<file path="src/rtl/mc_sequencer_pkg.sv">
// Shared encodings for the multi-cycle instruction sequencer: states,
// decoded instruction classes and PC source selects.
package mc_sequencer_pkg;

  typedef enum logic [2:0] {
    S_IF   = 3'd0,
    S_ID   = 3'd1,
    S_EXE  = 3'd2,
    S_MEM  = 3'd3,
    S_WB   = 3'd4,
    S_HALT = 3'd5,
    S_ERR  = 3'd6
  } state_t;

  typedef enum logic [2:0] {
    C_ALU    = 3'd0,
    C_LOAD   = 3'd1,
    C_STORE  = 3'd2,
    C_BRANCH = 3'd3,
    C_JUMP   = 3'd4,
    C_JAL    = 3'd5,
    C_HALT   = 3'd6,
    C_ILL    = 3'd7
  } ins_class_t;

  typedef enum logic [1:0] {
    PC_SEQ    = 2'd0,
    PC_BRANCH = 2'd1,
    PC_JUMP   = 2'd2
  } pc_sel_t;

endpackage

</file>
<file path="src/rtl/mc_wait_timer.sv">
// Memory-ack wait timer shared by the fetch and data-access states.
// expired flags the last permitted wait cycle; TIMEOUT of 0 never expires.
module mc_wait_timer #(
  parameter int TIMEOUT = 16,
  parameter int TO_W    = 5
) (
  input  logic clk,
  input  logic RST,
  input  logic clr,
  input  logic inc,
  output logic expired
);

  localparam logic [TO_W-1:0] LAST = TO_W'(TIMEOUT - 1);

  logic [TO_W-1:0] cnt;

  always_ff @(posedge clk or posedge RST) begin
    if (RST) begin
      cnt <= '0;
    end else if (clr) begin
      cnt <= '0;
    end else if (inc) begin
      cnt <= cnt + 1'b1;
    end
  end

  assign expired = (TIMEOUT != 0) && (cnt == LAST);

endmodule

</file>
<file path="src/rtl/mc_sequencer.sv">
// Multi-cycle instruction sequencer: owns datapath strobe timing, memory
// handshakes with ack timeout, halt/error states and performance counters.
//
// state | meaning
// IF    | fetch, wait for imem_ack, load IR
// ID    | decode; jumps retire here
// EXE   | execute; branches retire here
// MEM   | data access, wait for dmem_ack; stores retire here
// WB    | register write-back, retire
// HALT  | stopped, exit by reset only
// ERR   | illegal class or ack timeout, exit by reset only
module mc_sequencer
  import mc_sequencer_pkg::*;
#(
  parameter int CNT_W   = 32,
  parameter int TIMEOUT = 16,
  parameter int TO_W    = 5
) (
  input  logic             clk,
  input  logic             RST,
  input  logic [2:0]       ins_class,
  input  logic             branch_taken,
  input  logic             imem_ack,
  input  logic             dmem_ack,
  output logic [2:0]       state,
  output logic             imem_req,
  output logic             dmem_req,
  output logic             dmem_we,
  output logic             ir_write,
  output logic             pc_write,
  output logic [1:0]       pc_sel,
  output logic             reg_wr,
  output logic             link,
  output logic             halted,
  output logic             err,
  output logic [CNT_W-1:0] cycle_cnt,
  output logic [CNT_W-1:0] instret_cnt
);

  state_t     state_q;
  state_t     nxt;
  ins_class_t cls;
  pc_sel_t    sel;
  logic       wait_clr;
  logic       wait_inc;
  logic       expired;

  assign cls = ins_class_t'(ins_class);

  always_ff @(posedge clk or posedge RST) begin
    if (RST) begin
      state_q <= S_IF;
    end else begin
      state_q <= nxt;
    end
  end

  always_comb begin
    nxt      = state_q;
    imem_req = 1'b0;
    dmem_req = 1'b0;
    dmem_we  = 1'b0;
    ir_write = 1'b0;
    pc_write = 1'b0;
    sel      = PC_SEQ;
    reg_wr   = 1'b0;
    link     = 1'b0;
    wait_inc = 1'b0;
    case (state_q)
      S_IF: begin
        imem_req = 1'b1;
        if (imem_ack) begin
          ir_write = 1'b1;
          nxt      = S_ID;
        end else if (expired) begin
          nxt = S_ERR;
        end else begin
          wait_inc = 1'b1;
        end
      end
      S_ID: begin
        case (cls)
          C_JUMP: begin
            pc_write = 1'b1;
            sel      = PC_JUMP;
            nxt      = S_IF;
          end
          C_JAL: begin
            pc_write = 1'b1;
            sel      = PC_JUMP;
            reg_wr   = 1'b1;
            link     = 1'b1;
            nxt      = S_IF;
          end
          C_HALT:  nxt = S_HALT;
          C_ILL:   nxt = S_ERR;
          default: nxt = S_EXE;
        endcase
      end
      S_EXE: begin
        case (cls)
          C_BRANCH: begin
            pc_write = 1'b1;
            sel      = branch_taken ? PC_BRANCH : PC_SEQ;
            nxt      = S_IF;
          end
          C_ALU:   nxt = S_WB;
          C_LOAD:  nxt = S_MEM;
          C_STORE: nxt = S_MEM;
          // class changed under an instruction in flight
          default: nxt = S_ERR;
        endcase
      end
      S_MEM: begin
        dmem_req = 1'b1;
        dmem_we  = (cls == C_STORE);
        if (dmem_ack) begin
          if (cls == C_STORE) begin
            pc_write = 1'b1;
            nxt      = S_IF;
          end else begin
            nxt = S_WB;
          end
        end else if (expired) begin
          nxt = S_ERR;
        end else begin
          wait_inc = 1'b1;
        end
      end
      S_WB: begin
        reg_wr   = 1'b1;
        pc_write = 1'b1;
        nxt      = S_IF;
      end
      S_HALT:  nxt = S_HALT;
      S_ERR:   nxt = S_ERR;
      default: nxt = S_ERR;
    endcase
  end

  // Any state change also covers the ack case, since an ack always advances.
  assign wait_clr = (nxt != state_q);

  mc_wait_timer #(
    .TIMEOUT (TIMEOUT),
    .TO_W    (TO_W)
  ) u_wait_timer (
    .clk     (clk),
    .RST     (RST),
    .clr     (wait_clr),
    .inc     (wait_inc),
    .expired (expired)
  );

  always_ff @(posedge clk or posedge RST) begin
    if (RST) begin
      cycle_cnt   <= '0;
      instret_cnt <= '0;
    end else begin
      if (state_q != S_HALT && state_q != S_ERR) begin
        cycle_cnt <= cycle_cnt + 1'b1;
      end
      if (pc_write) begin
        instret_cnt <= instret_cnt + 1'b1;
      end
    end
  end

  assign state  = state_q;
  assign pc_sel = sel;
  assign halted = (state_q == S_HALT);
  assign err    = (state_q == S_ERR);

endmodule

</file>
<file path="config.mk">
export PLATFORM = sky130hd
export DESIGN_NAME = mc_sequencer
export DESIGN_NICKNAME = d
export VERILOG_FILES = /design/src/rtl/mc_sequencer_pkg.sv /design/src/rtl/mc_wait_timer.sv /design/src/rtl/mc_sequencer.sv
export SDC_FILE = /design/constraint.sdc
export NUM_CORES = 1
export LEC_CHECK = 0
export ABC_AREA = 1
export CORE_AREA = 10 10 100 102
export CTS_CLUSTER_DIAMETER = 40
export DETAILED_ROUTE_END_ITERATION = 7
export DIE_AREA = 0 0 110 112
export PLACE_DENSITY = 0.83
export RECOVER_POWER = 100
export SYNTH_ARGS = -nofsm -noshare
export SYNTH_HDL_FRONTEND = slang
export SYNTH_SLANG_ARGS = --single-unit
</file>
<file path="constraint.sdc">
create_clock -name clk -period 5.2 [get_ports clk]
set_clock_uncertainty 0.05 [all_clocks]
set_input_delay 0.78 -clock clk [delete_from_list [all_inputs] [get_ports clk]]
set_output_delay 0.78 -clock clk [all_outputs]
set_load 0.02 [all_outputs]
</file>
==> flow_summary.ini, run 1 <==
[run_status]
status = complete, but fails checks
violations = max-capacitance violations, max-slew violations

[clocking]
h-tree-depth = 3
cts_tree = built
clock_path_buffers = 2
post_cts_resized = 0
clk_pin_slew_ns = 0.08
cts_sinks = 72
root_buffer = clkbuf_8
post_cts.repair.setup_buffers = 0
ctsHoldBuffers = 0
tritoncts.num_buffers = 9
clock_latency_ns = 0.35

[finish]
area_growth_pct = 24.22
seq_area_um2 = 1802
n_fill_cell = 723
diodes = 0
multi_input_area_um2 = 2105
nets = 682
layout-drive-gt1-share_pct = 4.451

[synth]
synth_edf_count = 0
synth-seq-cells = 72
synth_top_cell_area_share_pct = 41.52
yosysMostFrequentCell = nand2_1
synthTopCellsByArea = dfrtp_1 42%, nand2_1 15%, inv_1 6.7%
synth_flop_cell = dfrtp_1
yosys-top-cells-count = 176 x nand2_1, 77 x inv_1, 72 x dfrtp_1
async_reset_ff_share_pct = 100.0
syn_inst = 578
synthesis.nets = 590
yosysUniqueCellTypes = 32
yosysTopAreaCell = dfrtp_1
netlist_area_um2 = 4339
ys.warnings.count = 0
ys_seq_area_share_pct = 41.52
syn_area_per_cell_um2 = 7.507

[critical_path]
path_max_fanout = 38
worstPathRequired_ns = 5.38
endpoint_kind = register
start_kind = primary input
cp.arrival_ns = 3.96
worstSetupPathType = primary input to register

[timing]
setup_ws_ns = 1.421
drv_slew = 39
finalSetupViolCount = 0
max_slew_margin_pct = -5.780
fmax_mhz = 264.6
fin_setup_tns_ns = 0
rsz0062_at_grt = false
worst_slew_pin_slew_ns = 1.587
hold_violations = 0
period_share_pct = 72.68
period_needed_ns = 3.779

[global_route]
antenna_found_initial = 0
grt_overflow_total = 0
grt_use_total_pct = 18.53
grt_first_pass_wirelength_um = 18860
grt_pass1_vias = 3959
grt_max_degree = 44

[power]
p_per_area_nw_per_um2 = 360.2
power.total_mw = 1.941
intPower_mw = 1.143
sw_frac_of_total_pct = 41.14
pwr-share-comb_pct = 38.2
clock_power_share_pct = 22.6
power_frac_seq_pct = 39.3
peakVddDrop_uv = 302.8
leakage_nw = 2.688
switchingPower_mw = 0.7987

[place]
place_congestion = 0.8844
io_buffers = 85
dp_slack_ns = 1.773
place.detailed.hpwl_um = 8744

[job]
max-cap-violations = 1

[detailed_routing]
wl_um = 11390
routedWlPerCell_um = 14.63
drt_pass1_iterations = 5
drc = 0
vias = 4079
drtIter0Drc = 186
ant_nets = 0
avgViaCountPerCell = 5.236

[hold_path]
hp-class = register to register

[die]
start_util_pct = 53.89
num_io_pins = 86
die-area_um2 = 12320
die_w_um = 110
core.rowCount = 33
die_h_um = 112
core_um2 = 8051
==> placed cells by master (no fill, tap or decap) <==
| cell type | count |
|---|---|
| nor4_1 | 1 |
| inv_1 | 79 |
| o21ai_1 | 1 |
| nand3b_1 | 5 |
| dfrtp_1 | 72 |
| bufinv_16 | 1 |
| nor2_1 | 69 |
| nand3_2 | 2 |
| clkbuf_8 | 10 |
| nand4_1 | 18 |
| or2_2 | 2 |
| clkinv_2 | 3 |
| clkdlybuf4s50_1 | 5 |
| nand2_8 | 1 |
| nor3_2 | 3 |
| xnor2_1 | 21 |
| a22o_1 | 1 |
| nand3_1 | 30 |
| nand2_2 | 3 |
| o22ai_1 | 1 |
| o21ai_0 | 16 |
| and2_1 | 1 |
| and3_1 | 1 |
| dlygate4sd3_1 | 80 |
| buf_4 | 1 |
| nor2_4 | 1 |
| xor2_1 | 30 |
| nor2_2 | 1 |
| ha_1 | 4 |
| clkbuf_1 | 2 |
| nand2_1 | 180 |
| nor3_1 | 27 |
| inv_2 | 2 |
==> flip-flops by register name (all words and copies together) (netlist names) <==
register and count:
instret_cnt 32, u_wait_timer.cnt 5, cycle_cnt 32, state 3
==> metal layers <==
layer / wire length [um] / GRT usage (%) / part of all wire (%) / vias up
li1: - / - / - / 1989
met1: 4820 / 22.48 / 42 / 1958
met2: 5601 / 31.40 / 49 / 117
met3: 798 / 4.671 / 7.0 / 15
met4: 173 / 5.122 / 1.5 / 0
met5: 0 / 0 / 0 / -
==> layout make-up <==
class	instances	share of cell area, %
Clock buffer	11	2.623
Clock inverter	4	0.8357
Inverter	81	5.641
Multi-Input combinational cell	419	39.04
Sequential cell	72	33.43
Tap cell	105	2.437
Timing Repair Buffer	87	15.99
==> through the flow <==
step	hold slack, ns	utilization [%]	area, um2	std cells
5_1_grt	0.4703	66.95	5390	779
6_report	0.4343	66.95	5390	779
3_3_place_gp	0.4154	65.69	5289	764
2_1_floorplan	0.4499	-	4339	578
4_1_cts	0.4394	68.00	5475	779
3_5_place_dp	0.4204	65.69	5289	764
==> worst paths after layout <==
check | startpoint | end | slack (ns) | cells after the start
worst max-delay path | ins_class[2] | instret_cnt[19] | 1.42 | 10
worst min-delay path | cycle_cnt[31] | cycle_cnt[31] | 0.43 | 1
worst max register to register | state[1] | instret_cnt[19] | 1.83 | 9
worst min register to register | cycle_cnt[31] | cycle_cnt[31] | 0.43 | 1
min in group asynchronous | RST | cycle_cnt[26] | 1.11 | 2
max in group asynchronous | RST | cycle_cnt[2] | 2.83 | 3
==> worst max-delay path: stages <==
cell           delay, ns
dlygate4sd3_1       0.66
inv_1               0.14
nand3_1             0.11
nor2_1              0.14
nand2_1             0.09
nand3_1             0.20
clkbuf_1            1.18
nand2_1             0.33
o21ai_0             0.25
nand2_1             0.08
==> power groups by stage <==
stage | logic, mW | registers [mW] | clock network (mW)
floorplan | 0.437 | 0.835 | 0
global placement | 0.793 | 0.772 | 0
detailed placement | 0.804 | 0.777 | 0
CTS | 0.809 | 0.767 | 0.442
global route | 0.824 | 0.777 | 0.465
finish | 0.741 | 0.762 | 0.438
==> cell families (layout without fill, tap and decap cells) <==
family                   count (synthesis)  count (layout)  share of synthesized area (%)
adder cells (fa/ha/maj)                  4               4                          1.153
buffers and inverters                   87             183                          8.102
flip-flops                              72              72                          41.52
AO/OA/AOI/OAI                           19              19                          2.566
XOR/XNOR                                51              51                          10.29
AND/OR/NAND/NOR                        345             345                          36.36
(Power assumes the default switching activity.)
==> run 2: changes to the inputs <==
- CORE_AREA: 10 10 100 102 -> 10 10 103 105
- DIE_AREA: 0 0 110 112 -> 0 0 113 115
- PLACE_DENSITY: 0.83 -> 0.79
- clock period: 5.2 -> 3.6 ns (I/O delays scaled with it)
==> run 2 against run 1 <==
The run now ends clean. Via count is 0.69% higher. Combinational power grew 47%. Sequential cell count unchanged. Die area increased by 5.5%. Wire length decreased by 0.51%. Non-clock buffer count stayed put. Largest power group unchanged. Highest routed layer unchanged.
==> flow_summary.ini, run 2 (same netlist as run 1, synthesis figures left out) <==
[power]
pwr-share-comb_pct = 37.8
power_frac_seq_pct = 38.0
switchingPower_mw = 1.176
peakVddDrop_uv = 368.9
leakage_nw = 2.709
intPower_mw = 1.713
sw_frac_of_total_pct = 40.70
p_per_area_nw_per_um2 = 531.9
power.total_mw = 2.889
clock_power_share_pct = 24.2

[timing]
finalSetupViolCount = 0
period_share_pct = 88.01
period_needed_ns = 3.168
fin_setup_tns_ns = 0
worst_slew_pin_slew_ns = 1.271
rsz0062_at_grt = false
drv_slew = 0
setup_ws_ns = 0.4317
max_slew_margin_pct = 15.14
hold_violations = 0
fmax_mhz = 315.6

[finish]
n_fill_cell = 768
top_regs = cycle_cnt x32, instret_cnt x32, u_wait_timer.cnt x5
layout_commonest_cell = nand2_1
area_growth_pct = 25.17
instances_no_fill = 783
seq_area_um2 = 1802
multi_input_area_um2 = 2116
nets = 682
layout_common_cells = 181 x nand2_1, 79 x inv_1, 79 x dlygate4sd3_1
layout-drive-gt1-share_pct = 4.889
diodes = 0

[place]
place_congestion = 0.8881
place.detailed.hpwl_um = 8869
place_inst = 767
dp_slack_ns = 0.6777
io_buffers = 85

[die]
die_w_um = 113
num_io_pins = 86
core.rowCount = 34
die-area_um2 = 13000
core_um2 = 8551
start_util_pct = 50.75
die_h_um = 115

[clocking]
clock_path_buffers = 2
post_cts.repair.setup_buffers = 0
cts_sinks = 72
clk_pin_slew_ns = 0.08
clock_latency_ns = 0.36
post_cts_resized = 0
tritoncts.num_buffers = 9
h-tree-depth = 3
ctsHoldBuffers = 0
root_buffer = clkbuf_8
cts_tree = built

[hold_path]
hp-class = register to register
hold_depth = 1
hold_start = cycle_cnt[31]
min_to = cycle_cnt[31]

[job]
max-cap-violations = 0

[critical_path]
worstPathRequired_ns = 3.01
path_max_fanout = 8
start_kind = primary input
cp.arrival_ns = 2.58
endpoint_kind = output port
worstSetupPathType = primary input to output port
reg2reg_from = state[2]
r2r_cells = 9
reg2reg_to = instret_cnt[19]
reg2reg_slack_ns = 1.14

[detailed_routing]
ant_nets = 0
vias = 4107
drtIter0Drc = 220
avgViaCountPerCell = 5.245
drt_pass1_iterations = 5
routedWlPerCell_um = 14.48
drc = 0
wl_um = 11340

[run_status]
status = finished, final reports clean

[global_route]
grt_pass1_vias = 4262
grt_overflow_total = 0
grt_max_degree = 40
antenna_found_initial = 0
grt_use_total_pct = 17.89
grt_first_pass_wirelength_um = 19400
-- run 2: worst max path at each step --
stage | from | end | slack (ns) | cells past startpoint
2_1_floorplan | RST | cycle_cnt[0] | 1.19 | 1
6_report | ins_class[2] | pc_write | 0.43 | 7
3_5_place_dp | ins_class[2] | pc_write | 0.68 | 7
4_1_cts | ins_class[2] | pc_write | 0.67 | 7
5_1_grt | ins_class[2] | pc_write | 0.33 | 7
3_3_place_gp | ins_class[2] | pc_write | 0.73 | 7
-- run 2: worst max-delay path, stage by stage --
cell	delay, ns
dlygate4sd3_1	0.64
inv_1	0.13
nand3_1	0.10
nor2_1	0.15
nand2_1	0.08
nand3_1	0.20
dlygate4sd3_1	0.72
-- run 2: area by class of cell --
| class | count | share of cell area [%] |
|---|---|---|
| multi-input cells | 419 | 38.95 |
| flip-flops and latches | 72 | 33.17 |
| repair buffers | 87 | 15.89 |
| inverters | 81 | 5.598 |
| well taps | 108 | 2.488 |
| clock buffers | 10 | 2.350 |
| clock inverters | 6 | 1.543 |
-- run 2: metrics by stage --
step | utilization [%] | hold slack, ns | cell area (um2)
after CTS | 64.52 | 0.4446 | 5517
after detailed placement | 62.04 | 0.4276 | 5305
after global placement | 62.04 | 0.4160 | 5305
after global routing | 63.52 | 0.4620 | 5431
final | 63.52 | 0.4373 | 5431
after floorplan | - | 0.4499 | 4339
-- run 2: power by group through the flow --
stage	combinational, mW	clock, mW	sequential [mW]
2_1_floorplan	0.631	0	1.21
5_1_grt	1.21	0.751	1.12
3_5_place_dp	1.17	0	1.12
4_1_cts	1.17	0.707	1.10
6_report	1.09	0.699	1.10
3_3_place_gp	1.15	0	1.11
-- run 2: layer usage --
layer | GRT usage [%] | vias to the layer above | wire length, um
met3 | 6.458 | 27 | 958
met4 | 8.122 | 0 | 352
li1 | - | 1991 | -
met2 | 31.14 | 148 | 5551
met1 | 19.08 | 1941 | 4473
met5 | 0 | - | 0
